[src/rtl/pico_pkg.sv]
// Shared types and constants for the pico register-file write path.
// Latency: none (declarations only).
// Backpressure: none (declarations only).
package pico_pkg;

  localparam int pico_N       = 8;   // data width
  localparam int pico_R       = 32;  // register count
  localparam int PICO_AW      = 5;   // register address width
  localparam int PICO_EXT_REG = 30;  // externally driven register index

  // One register-file write: destination and payload.
  typedef struct packed {
    logic [PICO_AW-1:0] addr;
    logic [pico_N-1:0]  data;
  } rf_wr_t;

  typedef enum logic {
    CORE_PRI = 1'b0,
    FORCE    = 1'b1
  } arb_state_t;

endpackage

[src/rtl/rf_wr_fifo.sv]
// Small synchronous FIFO holding queued debug register writes.
// Latency: an entry pushed at edge t is visible on head_o during cycle t+1.
// Backpressure: pushes are ignored while full, pops ignored while empty; no full bypass.
//
// Ports:
//   clk_i, rst_n_i      clock, synchronous active-low reset (empties the FIFO)
//   push_i/push_dat_i   write request and payload
//   pop_i               consume head entry
//   head_o              current head entry (valid when !empty_o)
//   full_o/empty_o      occupancy flags
module rf_wr_fifo
  import pico_pkg::*;
#(
  parameter  int DEPTH = 2,
  localparam int PW    = $clog2(DEPTH)
) (
  input  logic   clk_i,
  input  logic   rst_n_i,
  input  logic   push_i,
  input  rf_wr_t push_dat_i,
  input  logic   pop_i,
  output rf_wr_t head_o,
  output logic   full_o,
  output logic   empty_o
);

  rf_wr_t        mem [DEPTH];
  // One extra MSB distinguishes full from empty when the index bits match.
  logic [PW:0]   wr_ptr;
  logic [PW:0]   rd_ptr;
  logic          do_push;
  logic          do_pop;

  assign empty_o = (wr_ptr == rd_ptr);
  assign full_o  = (wr_ptr[PW] != rd_ptr[PW]) && (wr_ptr[PW-1:0] == rd_ptr[PW-1:0]);
  assign head_o  = mem[rd_ptr[PW-1:0]];

  // Full is checked before any same-cycle pop, so a full FIFO never accepts.
  assign do_push = push_i && !full_o;
  assign do_pop  = pop_i && !empty_o;

  always_ff @(posedge clk_i) begin
    if (!rst_n_i) begin
      wr_ptr <= '0;
      rd_ptr <= '0;
    end else begin
      if (do_push) wr_ptr <= wr_ptr + (PW+1)'(1);
      if (do_pop)  rd_ptr <= rd_ptr + (PW+1)'(1);
    end
  end

  // Storage needs no reset: entries are only read once the pointers cover them.
  always_ff @(posedge clk_i) begin
    if (do_push) mem[wr_ptr[PW-1:0]] <= push_dat_i;
  end

endmodule

[src/rtl/rf_wr_arb.sv]
// Shares the register-file write port between core writeback (priority) and a debug FIFO.
// Latency: core grant -> rf write 1 cycle; debug push -> rf write 2 cycles minimum.
// Backpressure: wb_ready_o drops for one forced-debug cycle; dbg_ready_o drops while FIFO full.
//
// Ports:
//   clk_i, rst_n_i                        clock, synchronous active-low reset
//   wb_valid_i/wb_addr_i/wb_data_i        core write request (held while wb_ready_o = 0)
//   wb_ready_o                            core request accepted this cycle (state only)
//   dbg_valid_i/dbg_addr_i/dbg_data_i     debug write request into the FIFO
//   dbg_ready_o, dbg_pending_o            FIFO not full / FIFO not empty
//   rf_wr_en_o/rf_addr_o/rf_data_o        registered register-file write port
//   prot_err_o                            one-cycle pulse when a protected write is dropped
module rf_wr_arb
  import pico_pkg::*;
#(
  parameter  int N          = pico_N,
  parameter  int R          = pico_R,
  parameter  int DEPTH      = 2,
  parameter  int STARVE_LIM = 4,
  parameter  int EXT_REG    = PICO_EXT_REG,
  localparam int AW         = $clog2(R)
) (
  input  logic          clk_i,
  input  logic          rst_n_i,
  input  logic          wb_valid_i,
  input  logic [AW-1:0] wb_addr_i,
  input  logic [N-1:0]  wb_data_i,
  output logic          wb_ready_o,
  input  logic          dbg_valid_i,
  input  logic [AW-1:0] dbg_addr_i,
  input  logic [N-1:0]  dbg_data_i,
  output logic          dbg_ready_o,
  output logic          rf_wr_en_o,
  output logic [AW-1:0] rf_addr_o,
  output logic [N-1:0]  rf_data_o,
  output logic          prot_err_o,
  output logic          dbg_pending_o
);

  localparam logic [3:0]    LIM      = 4'(STARVE_LIM);
  localparam logic [AW-1:0] EXT_ADDR = AW'(EXT_REG);

  arb_state_t    state;
  logic [3:0]    starve_cnt;
  logic [3:0]    starve_nxt;

  rf_wr_t        dbg_req;
  rf_wr_t        dbg_head;
  logic          fifo_full;
  logic          fifo_empty;
  logic          dbg_push;

  logic          grant_core;
  logic          grant_dbg;
  logic          grant;
  logic          drop;
  logic [AW-1:0] sel_addr;
  logic [N-1:0]  sel_data;

  assign dbg_req       = '{addr: dbg_addr_i, data: dbg_data_i};
  assign dbg_push      = dbg_valid_i && !fifo_full;
  assign dbg_ready_o   = !fifo_full;
  assign dbg_pending_o = !fifo_empty;
  assign wb_ready_o    = (state == CORE_PRI);

  rf_wr_fifo #(
    .DEPTH (DEPTH)
  ) u_fifo (
    .clk_i      (clk_i),
    .rst_n_i    (rst_n_i),
    .push_i     (dbg_push),
    .push_dat_i (dbg_req),
    .pop_i      (grant_dbg),
    .head_o     (dbg_head),
    .full_o     (fifo_full),
    .empty_o    (fifo_empty)
  );

  always_comb begin
    grant_core = (state == CORE_PRI) && wb_valid_i;
    // Debug wins when forced, or when the core leaves the port idle.
    grant_dbg  = !fifo_empty && ((state == FORCE) || !wb_valid_i);
    grant      = grant_core || grant_dbg;
    sel_addr   = grant_core ? wb_addr_i : dbg_head.addr;
    sel_data   = grant_core ? wb_data_i : dbg_head.data;
    drop       = (sel_addr == '0) || (sel_addr == EXT_ADDR);

    // Counts only core wins while debug waits; every other case (debug grant,
    // forced cycle, empty FIFO) clears it. Since it never moves while the FIFO
    // is empty, FORCE always finds a head entry to pop.
    starve_nxt = '0;
    if (grant_core && !fifo_empty) starve_nxt = starve_cnt + 4'd1;
  end

  always_ff @(posedge clk_i) begin
    if (!rst_n_i) begin
      state      <= CORE_PRI;
      starve_cnt <= '0;
      rf_wr_en_o <= 1'b0;
      prot_err_o <= 1'b0;
      rf_addr_o  <= '0;
      rf_data_o  <= '0;
    end else begin
      starve_cnt <= starve_nxt;
      case (state)
        CORE_PRI: if (starve_nxt == LIM) state <= FORCE;
        FORCE:    state <= CORE_PRI;
        default:  state <= CORE_PRI;
      endcase

      rf_wr_en_o <= grant && !drop;
      prot_err_o <= grant && drop;
      // Idle and dropped cycles leave the last real write's address/data visible.
      if (grant && !drop) begin
        rf_addr_o <= sel_addr;
        rf_data_o <= sel_data;
      end
    end
  end

endmodule
[config.mk]
export PLATFORM = sky130hd
export DESIGN_NAME = rf_wr_arb
export DESIGN_NICKNAME = d
export VERILOG_FILES = /design/src/rtl/pico_pkg.sv /design/src/rtl/rf_wr_fifo.sv /design/src/rtl/rf_wr_arb.sv
export SDC_FILE = /design/constraint.sdc
export NUM_CORES = 1
export LEC_CHECK = 0
export CAP_MARGIN = 40
export CORE_UTILIZATION = 25
export CTS_CLUSTER_DIAMETER = 200
export CTS_CLUSTER_SIZE = 20
export DETAILED_ROUTE_END_ITERATION = 12
export GPL_TIMING_DRIVEN = 0
export PLACE_DENSITY = 0.51
export SLEW_MARGIN = 20
export SYNTH_ARGS = -nofsm -noshare
export SYNTH_HDL_FRONTEND = slang
export SYNTH_SLANG_ARGS = --single-unit
[constraint.sdc]
create_clock -name clk_i -period 3.5 [get_ports clk_i]
set_clock_uncertainty 0.1 [all_clocks]
set_input_delay 1.05 -clock clk_i [delete_from_list [all_inputs] [get_ports clk_i]]
set_output_delay 1.05 -clock clk_i [all_outputs]
set_load 0.01 [all_outputs]
==> impl_metrics.json <==
{
  "seq_power_share_pct": 42.6,
  "start_util_pct": 26.3,
  "viasPerCell": 4.73,
  "rows": 34,
  "fmax_mhz": 329,
  "dp_cells": 362,
  "synth_ff_type": "edfxtp_1",
  "synth_nets": 239,
  "dr_total_vias": 1751,
  "synth_cells": 208,
  "grt_max_degree": 16,
  "syn_to_final_growth_pct": 29.2,
  "period_share_pct": 86.9,
  "crit_arrival_ns": 3.16,
  "cts.sinks": 51,
  "end_kind": "register",
  "syn_area_mm2": 0.00234,
  "drt-total-wl_um": 5470,
  "vdd_ir_drop_max_v": 0.000221,
  "yosys.area_share.adder_pct": 0.536,
  "clk_pin_slew_ns": 0.10,
  "synth_cell_type_count": 33,
  "die_x_um": 98.7,
  "grt_pass1_wl_um": 8980,
  "yosys.area_share.simple_pct": 15.9,
  "reg2reg_to": "rf_data_o[6]",
  "multi_input_area_um2": 960,
  "power.share.clock_pct": 17.1,
  "ios": 48,
  "cap_violations": 0,
  "worst_setup_path_start_kind": "input pin",
  "synth_compound_area_share_pct": 9.05,
  "fillers": 913,
  "slew_headroom_pct": 49.0,
  "route.antenna.remaining_nets": 0,
  "setup_viol": 0,
  "clock_latency_ns": 0.31,
  "worst_pin_slew_ns": 0.765,
  "fin_nets": 292,
  "grt_pass1_vias": 1805,
  "antenna_cells": 0,
  "synth_top_family_by_area": "simple AND/OR/NAND/NOR gates",
  "synthXorXnorAreaFrac_pct": 3.00,
  "syn_area_per_cell_um2": 11.2,
  "dieArea_mm2": 0.00973,
  "switchingPower_w": 0.000664,
  "synth.area.top_cells": "edfxtp_1, dfxtp_1, mux2_2",
  "hpwl_um": 3920,
  "grt_usage_pct": 12.1,
  "drive_gt1_share_pct": 12.6,
  "dr.pass1.iters": 4,
  "drc": 0,
  "power_density_mw_per_mm2": 656,
  "p_sw_share_pct": 33.5,
  "gp_congestion": 0.725,
  "synth-edff-count": 26,
  "h-tree-depth": 2,
  "drt-initial-drc-count": 74,
  "crit_end": "rf_data_o[6]",
  "period_minus_slack_ns": 3.04,
  "startpoint": "wb_valid_i",
  "p_int_w": 0.00132,
  "netlist.area_leader.share_pct": 33.4,
  "antenna_found_initial": 0,
  "setup_tns_ns": 0,
  "min_path_type": "register to register",
  "crit_type": "input pin to register",
  "p_leak_nw": 1.06,
  "cts_buffers": 5,
  "muxShareOfSynthArea_pct": 12.5,
  "async_flop_share_pct": 0,
  "rsz0062_at_grt": "no",
  "ys_seq_area_share_pct": 54.8,
  "wire_per_inst_um": 14.8,
  "yosys.area.top_type": "edfxtp_1",
  "hold_depth": 1,
  "outcome": "finished, final reports clean",
  "crit_required_ns": 3.62,
  "ys_ff_latch": 51,
  "r2r_setup_slack_ns": 1.13,
  "die_h_um": 98.7,
  "post_cts_buffers": 0,
  "stdcell_count": 370,
  "hold_violations": 0,
  "path_max_fanout": 10,
  "core_mm2": 0.00889,
  "regArea_mm2": 0.00128,
  "cts-root-buf": "clkbuf_8",
  "slew_viol_final": 0,
  "r2r_cells": 7,
  "p_comb_share_pct": 40.3,
  "cts_tree": "done",
  "grt-ovfl-total": 0,
  "netlist_top_cells_count": "edfxtp_1, dfxtp_1, mux2_2",
  "cts_resized": 0,
  "cts_hold_buffers": 0,
  "yosysMostFrequentCell": "edfxtp_1",
  "clock_path_buffers": 2,
  "numPortBuffers": 46,
  "synth_warnings": 0
}
-- kinds of logic (layout without fill, tap and decap cells) --
group,Yosys count,count (layout)
XOR/XNOR,8,8
multiplexers,26,26
flip-flops,51,51
buffers and inverters,21,75
adder cells (fa/ha/maj),1,1
AO/OA/AOI/OAI,28,28
AND/OR/NAND/NOR,73,73
-- how the worst min path moves through the flow --
stage / from / endpoint / slack [ns]
2_1_floorplan: starve_cnt[0] / starve_cnt[0] / 0.33
3_3_place_gp: starve_cnt[0] / starve_cnt[0] / 0.35
3_5_place_dp: starve_cnt[0] / starve_cnt[0] / 0.36
4_1_cts: starve_cnt[0] / starve_cnt[0] / 0.38
5_1_grt: starve_cnt[0] / starve_cnt[0] / 0.41
6_report: starve_cnt[0] / starve_cnt[0] / 0.37
-- worst max-delay path: stages --
cell	delay (ns)
clkdlybuf4s50_1	0.50
nand2b_1	0.06
buf_4	0.16
mux2i_1	0.18
or4_4	0.60
and2_4	0.19
buf_6	0.14
o311ai_1	0.28
-- state kept, by name, summed over array words and instances (netlist names), named ones only --
| register | flops |
|---|---|
| rf_wr_en_o | 1 |
| u_fifo.wr_ptr | 2 |
| prot_err_o | 1 |
| u_fifo.rd_ptr | 2 |
| starve_cnt | 4 |
| u_fifo.mem | 26 |
| rf_addr_o | 5 |
| rf_data_o | 8 |
| state | 1 |
-- power by group through the flow --
stage | combinational (W) | clock (W) | sequential [W]
global placement | 0.000802 | 0 | 0.000857
detailed placement | 0.000806 | 0 | 0.000861
floorplan | 0.000449 | 0 | 0.000878
CTS | 0.000813 | 0.000351 | 0.000847
global route | 0.000876 | 0.000374 | 0.000862
finish | 0.000799 | 0.000339 | 0.000843
-- metal layers --
| layer | global-route usage, % | wire (um) |
|---|---|---|
| met1 | 15.9 | 2690 |
| met2 | 19.6 | 2480 |
| met3 | 2.70 | 242 |
| met4 | 4.13 | 57 |
| met5 | 0 | 0 |
-- through the flow --
step	setup WS, ns	hold slack (ns)	cell area (um2)	util [%]	power (W)
after CTS	0.474	0.379	3020	33.9	0.00201
after global routing	0.329	0.414	3020	33.9	0.00211
after detailed placement	0.152	0.357	2930	33.0	0.00167
final	0.457	0.372	3020	33.9	0.00198
after floorplan	0.836	0.326	2340	-	0.00133
after global placement	0.163	0.352	2930	33.0	0.00166
-- placed cells by master (no fill, tap or decap), types with 2 or more instances in the layout --
master	count
xnor2_1	7
clkdlybuf4s50_1	46
dfxtp_1	25
a31oi_1	13
clkbuf_1	14
nand2b_1	2
mux2_1	3
buf_6	2
o311ai_1	7
mux2_2	19
nand3_1	10
nand2_1	16
clkbuf_8	5
and2_1	5
mux2i_1	3
nor2b_1	2
nor2_1	16
nand4_1	6
and3_1	10
o311ai_0	4
edfxtp_1	26
inv_1	6
-- final cells by class --
class / instances / share of cell area (%)
Sequential cell: 51 / 42.5
Multi-Input combinational cell: 136 / 31.8
Timing Repair Buffer: 46 / 15.3
Tap cell: 108 / 4.48
Clock buffer: 7 / 2.53
Buffer: 15 / 2.49
Inverter: 6 / 0.746
Clock inverter: 1 / 0.249
Power figures use the tool's default switching activity.
